## src/rtl/packetizer_da.sv

```systemverilog
// packetizer_da: source-side NoC translator.
// Wraps a payload word plus network and return routing fields into a single
// head+tail flit, queues the flits in a small circular FIFO and offers them
// to the fabric with a ready/valid handshake.
// Optional build macro PACKETIZER_DA_STATS_EN adds the pkt_count and
// overflow_attempt status outputs.
module packetizer_da #(
    parameter int WIDTH_PKT        = 36,
    parameter int WIDTH_DATA       = 12,
    parameter int VC_ADDRESS_WIDTH = 1,
    parameter int ADDRESS_WIDTH    = 4,
    parameter int DEPTH            = 4
) (
    input  logic                        clk,
    input  logic                        rst_n,
    input  logic [WIDTH_DATA-1:0]       data_in,
    input  logic [ADDRESS_WIDTH-1:0]    dst_in,
    input  logic [VC_ADDRESS_WIDTH-1:0] vc_in,
    input  logic [ADDRESS_WIDTH-1:0]    ret_dst_in,
    input  logic [VC_ADDRESS_WIDTH-1:0] ret_vc_in,
    input  logic                        valid_in,
    output logic                        ready_out,
    output logic [WIDTH_PKT-1:0]        data_out,
    output logic                        valid_out,
    input  logic                        ready_in
`ifdef PACKETIZER_DA_STATS_EN
    ,
    output logic [15:0]                 pkt_count,
    output logic                        overflow_attempt
`endif
);

    localparam int PTR_W = $clog2(DEPTH);
    localparam int CNT_W = PTR_W + 1;
    // Occupied header+payload bits; anything below them is zero padding.
    localparam int HDR_W = 3 + 2*ADDRESS_WIDTH + 2*VC_ADDRESS_WIDTH + WIDTH_DATA;
    localparam logic [CNT_W-1:0] FULL_CNT = CNT_W'(DEPTH);

    // Elaboration-time parameter sanity checks.
    if (HDR_W > WIDTH_PKT) begin : g_bad_width
        $error("packetizer_da: WIDTH_PKT too small for header fields and payload");
    end
    if ((DEPTH < 2) || (DEPTH > 16) || ((DEPTH & (DEPTH - 1)) != 0)) begin : g_bad_depth
        $error("packetizer_da: DEPTH must be a power of 2 in 2..16");
    end

    logic [WIDTH_PKT-1:0] mem [DEPTH];
    logic [PTR_W-1:0]     wr_ptr;
    logic [PTR_W-1:0]     rd_ptr;
    logic [CNT_W-1:0]     count;
    logic [WIDTH_PKT-1:0] pkt_asm;
    logic                 push;
    logic                 pop;

    // Handshake flags come only from registered occupancy, never from valid_in.
    assign ready_out = (count != FULL_CNT);
    assign valid_out = (count != '0);
    assign push      = valid_in && ready_out;
    assign pop       = valid_out && ready_in;

    // Head entry is shown only when something is queued; empty bus reads zero.
    assign data_out  = valid_out ? mem[rd_ptr] : '0;

    // Assemble the flit: valid/head/tail flags, routing fields, payload, zero pad.
    always_comb begin
        pkt_asm = '0;
        pkt_asm[WIDTH_PKT-1 -: HDR_W] = {3'b111, dst_in, vc_in, ret_dst_in, ret_vc_in, data_in};
    end

    // Packet storage; contents are don't-care after reset, so no reset here.
    always_ff @(posedge clk) begin
        if (push) begin
            mem[wr_ptr] <= pkt_asm;
        end
    end

    // Pointers and occupancy; power-of-2 depth lets pointers wrap naturally.
    always_ff @(posedge clk or negedge rst_n) begin
        if (!rst_n) begin
            wr_ptr <= '0;
            rd_ptr <= '0;
            count  <= '0;
        end else begin
            if (push) begin
                wr_ptr <= wr_ptr + 1'b1;
            end
            if (pop) begin
                rd_ptr <= rd_ptr + 1'b1;
            end
            case ({push, pop})
                2'b10:   count <= count + 1'b1;
                2'b01:   count <= count - 1'b1;
                default: count <= count;
            endcase
        end
    end

`ifdef PACKETIZER_DA_STATS_EN
    // Popped-packet counter (wraps) and sticky flag for words offered while full.
    always_ff @(posedge clk or negedge rst_n) begin
        if (!rst_n) begin
            pkt_count        <= '0;
            overflow_attempt <= 1'b0;
        end else begin
            if (pop) begin
                pkt_count <= pkt_count + 16'd1;
            end
            if (valid_in && !ready_out) begin
                overflow_attempt <= 1'b1;
            end
        end
    end
`endif

endmodule

```

## config.mk

```make
export PLATFORM = sky130hd
export DESIGN_NAME = packetizer_da
export DESIGN_NICKNAME = d
export VERILOG_FILES = /design/src/rtl/packetizer_da.sv
export SDC_FILE = /design/constraint.sdc
export NUM_CORES = 1
export LEC_CHECK = 0
export CORE_MARGIN = 2
export CORE_UTILIZATION = 57
export DETAILED_ROUTE_END_ITERATION = 6
export PLACE_DENSITY = 0.91
export SLEW_MARGIN = 30
export SYNTH_ARGS = -nofsm -noshare
export SYNTH_HDL_FRONTEND = slang
export SYNTH_SLANG_ARGS = --single-unit
export TNS_END_PERCENT = 1
```

## constraint.sdc

```tcl
create_clock -name clk -period 4.8 [get_ports clk]
set_input_delay 0.96 -clock clk [delete_from_list [all_inputs] [get_ports clk]]
set_output_delay 0.96 -clock clk [all_outputs]
set_load 0.1 [all_outputs]
```

[Word level (Yosys, flattened, before mapping)]
Memories as Yosys holds them, arrays and structs flattened.
Cells that the tools add are included.
Widths: inputs -> output; s select.
Word-level totals
  ROM bits: 0
  bits in writable memories: 88
  output and inout port bits: 38
  input bits: 26
  memories kept: 1
  word-level logic and storage cells: 19
  register bits after elaboration: 7
  latch bits: 0
Cells by class
  $lt $le $gt $ge: 0
  bitwise logic cells: 0
  eq/ne operators: 3
  reduce and logical (&&, ||, !) cells: 4
  muxes and demuxes: 4
  $add $sub $neg: 4
  shift operators: 0
  multiply operators: 0
  divide/modulo/power cells: 0
Memory list
  mem: words 4, bits a word 22, read ports 1, clocked after memory_dff 0, write ports 1, RTL line 47  | logic [WIDTH_PKT-1:0] mem [DEPTH];
Operator list (number)
  $mux 36: 1
  $pmux 3 s2: 1
  $add 2x1->2 const B: 2
  $add 3x1->3 const B: 1
  $ne 3x3->1 const B: 1
  $reduce_bool 3->1: 1
  $sub 3x1->3 const B: 1
  $eq 2x1->1 const B: 1
  $eq 2x2->1 const B: 1
  $logic_and 1x1->1: 2
  $mux 1: 2
  $reduce_bool 2->1: 1

[Longest topological paths before layout]
  depth after elaboration: 4
  depth in mapped cells: 9
  mapped depth without buffers: 9

[Least setup slack after synthesis]
OpenSTA, ideal clock, no wires.
  path kind: reg-to-output
  from: register count[0]
  to: output data_out[24]
  path slack: 1366 ps
  stages on the path, launching flop included: 4
  required time: 3840 ps
  arrival time: 2474 ps
  path buffers: 1
  cell sequence: dfrtp_1 -> or3_1 -> clkbuf_1 -> and2_1
Between the ends
  longest elaborated chain between the ends: 2
Ends and longest elaborated chain
  start, declared: RTL line 50  | logic [CNT_W-1:0] count;
  start signal, assigned: RTL line 91  | 2'b10: count <= count + 1'b1;
  start signal, assigned: RTL line 92  | 2'b01: count <= count - 1'b1;
  start signal, assigned: RTL line 93  | default: count <= count;
  $reduce_bool 3->1: RTL line 57  | assign valid_out = (count != '0);
  via valid_out: RTL line 24  | output logic valid_out,
  $mux 36: RTL line 62  | assign data_out = valid_out ? mem[rd_ptr] : '0;
  end, declared: RTL line 23  | output logic [WIDTH_PKT-1:0] data_out,
The timed path passes the listed nets, and every way through them passes these cells.

[Worst setup path after layout]
  from: register count[0]
  to: output valid_out
Between the ends
  longest elaborated chain between the ends: 1
Ends and longest elaborated chain (RTL line)
  $reduce_bool 3->1: 57
  end, declared: 24
Every way passes these cells.

==> summary.md <==
| Metric | Value |
|---|---|
| Final hold vios | `0` |
| Detailed placer's ending HPWL | `3894 µm` |
| Row count | `29` |
| Prevailing post-synth register cell | `edfxtp_1` |
| CTS sink cnt | `95` |
| Cts repair resizes | `0` |
| Fill count | `408` |
| Worst Max-Slew Pin Slew | `965.5 ps` |
| Global-route usage over all layers | `18.63%` |
| Die area | `7446 µm²` |
| Max FO, Critical Path | `28` |
| Post-Synth Simple-Gate Area | `5.284%` |
| Largest net degree at the start of global routing | `29` |
| Final wirelength | `6286 µm` |
| Setup violations, final | `0` |
| Per-cell routed wire length | `19.34 µm` |
| CP Cell Sequence | `or3_1 -> clkdlybuf4s50_1` |
| Root buffer cell | `clkbuf_8` |
| Via count | `1768` |
| Status | `complete, no violations` |
| Count leader, synth | `edfxtp_1` |
| CTS clk-pin slew, worst paths | `90 ps` |
| I/O pin total | `64` |
| RSZ-0062 raised after global routing | `no` |
| First-pass GRT wire length | `9901 µm` |
| Cts hold-fix bufs | `0` |
| Vias/cell | `5.440` |
| Placer Congestion | `0.7046` |
| Cell taking the most area after synthesis | `edfxtp_1` |
| XOR/XNOR Fraction of Synth Area | `1.361%` |
| Initial antenna violation count | `0` |
| Number of enable flip-flop cells after synthesis | `88` |
| Worst Hold Path Cells | `1` |
| Diodes inserted | `0` |
| Area contributors post-synth | `edfxtp_1 68%, mux4_2 13%, dfrtp_1 4.5%` |
| Starting Density | `59.76%` |
| Skew-Pair Late Insertion Delay | `350 ps` |
| Max incr delay on CP | `1280 ps` |
| Drt pass-1 iters | `4` |
| Postcts setup bufs | `0` |
| Share of cells above drive strength 1 | `27.42%` |
| Delay-heaviest family, CP | `buffers and inverters` |
| Synth cell count leaders | `88 x edfxtp_1, 23 x and2_1, 22 x mux4_2, 14 x buf_4, 7 x dfrtp_1` |
| Cell variety after synth | `22` |
| Final setup TNS | `0 ps` |
| DRT antenna net count | `0` |
| Period utilisation layout | `76.65%` |
| Worst Hold Class | `flop to flop` |
| Worst Path Arrival | `2720 ps` |
| Vert. Die Dim | `86.29 µm` |
| Grt ovf | `0` |
| Post-synthesis mux area share | `13.48%` |
| Nets | `275` |
| Placed Instances | `309` |
| Post-synthesis sequential area ratio | `73.00%` |
| CORE AREA | `6459 µm²` |
| Share of synthesized registers carrying an async set or reset | `7.368%` |
| CTS H-tree lvls | `3` |
| Clock skew | `10.94 ps` |
| Yosys warns | `0` |
| Adder-cell share of the synthesized area | `2.139%` |
| Crit path time final | `3679 ps` |
| DRC | `0` |
| Cells on worst reg2reg path | `8` |
| Mapped Cells | `191` |
| Syn Area/Cell | `20.21 µm²` |
| Yosys reg bits | `95` |
| Top cell type's share of synthesized area | `68.46%` |
| Worst path bufs/invs | `1` |
| CP max stage cell | `clkdlybuf4s50_1` |
| Port-buffer cells | `52` |
| Clock buffer depth | `2` |
| Startpoint Class | `flop` |
| Number of global-route vias before repair | `1954` |
| Max-Cap Viols | `0` |
| Stages on the worst setup path | `2` |
| Final Max Slew Viols | `0` |
| Cell Area, Synth | `3860 µm²` |
| Fmax | `271.8 MHz` |
| CP Capture Type | `output port` |
| Relative slew margins | `35.43%` |
| Main combinational cell family by area after synthesis | `multiplexers` |
| Die width | `86.29 µm` |
| Data required, critical path | `3840 ps` |
| Compound-Gate Fraction of Synth Area | `0%` |
| Area grow syn2layout | `17.34%` |
| CTS tree | `built` |
| CTS buffer count | `9` |
| 1st-iter DRT viols | `109` |
| WS Path Type | `flop to output port` |
| Final cell count without fillers | `325` |
cell usage in the layout, fill, tap and decap left out, types with 3 or more instances in the layout:
cell,netlist,layout
buf_4,14,22
clkdlybuf4s50_1,0,30
and3_2,0,4
conb_1,1,11
xor2_1,3,3
and2_1,23,23
edfxtp_1,88,88
dfrtp_1,7,5
clkbuf_8,0,9
ha_1,5,5
inv_1,6,6
mux4_2,22,22
xnor2_1,3,3
layout make-up:
| cell class | instances | area [µm²] | share of cell area [%] |
|---|---|---|---|
| Clock buffer | 10 | 127.6 | 2.818 |
| Clock inverter | 6 | 91.34 | 2.017 |
| Inverter | 6 | 22.52 | 0.4972 |
| Multi-Input combinational cell | 79 | 905.9 | 20.00 |
| Sequential cell | 95 | 2820 | 62.27 |
| Tap cell | 77 | 96.34 | 2.127 |
| Timing Repair Buffer | 52 | 465.4 | 10.28 |
final timing paths:
check	startpoint	end	slack, ps
setup / recovery	count[0]	valid_out	1120
hold / removal	count[2]	count[2]	510
setup reg to reg	count[0]	count[2]	2200
hold reg to reg	count[2]	count[2]	510
max in group asynchronous	rst_n	rd_ptr[0]	3670
min in group asynchronous	rst_n	rd_ptr[1]	860
worst register-to-register path, cell delays in order, from the launching register on:
cell and delay [ps]:
dfrtp_1 420, or3_1 670, and2_1 270, ha_1 230
inv_1 70, fa_1 390, xor2_1 160, nor2_1 140
xor2_1 180
per-stage QoR:
stage                     area, µm²  setup WS [ps]  hold WS, ps  util [%]
after CTS                      4529           1089        505.4     70.13
after floorplan                3897           1366        447.5         -
after detailed placement       4310           1479        494.0     66.74
after global placement         4304           1544        461.6     66.64
final                          4529           1121        511.3     70.13
after global routing           4529          925.5        539.7     70.13
routing by layer:
metal | track usage [%] | part of all wire (%) | vias up
met3 | 4.762 | 4.8 | 7
met2 | 31.71 | 52 | 56
met5 | 0 | 0 | -
li1 | - | - | 815
met1 | 22.54 | 42 | 890
met4 | 8.665 | 1.5 | 0
state kept, by name, indices dropped and copies added (netlist names):
name    count
wr_ptr      2
mem        88
rd_ptr      2
count       3
cell families after synthesis:
| family | after synthesis |
|---|---|
| xor+xnor | 6 |
| simple gates | 32 |
| flops | 95 |
| fa+ha+maj | 6 |
| other cells | 1 |
| mux | 24 |
| buf+inv | 27 |
Power is left out: the tool's default activity adds up to more than one toggle a clock period on the data nets, which glitch-free logic cannot reach.
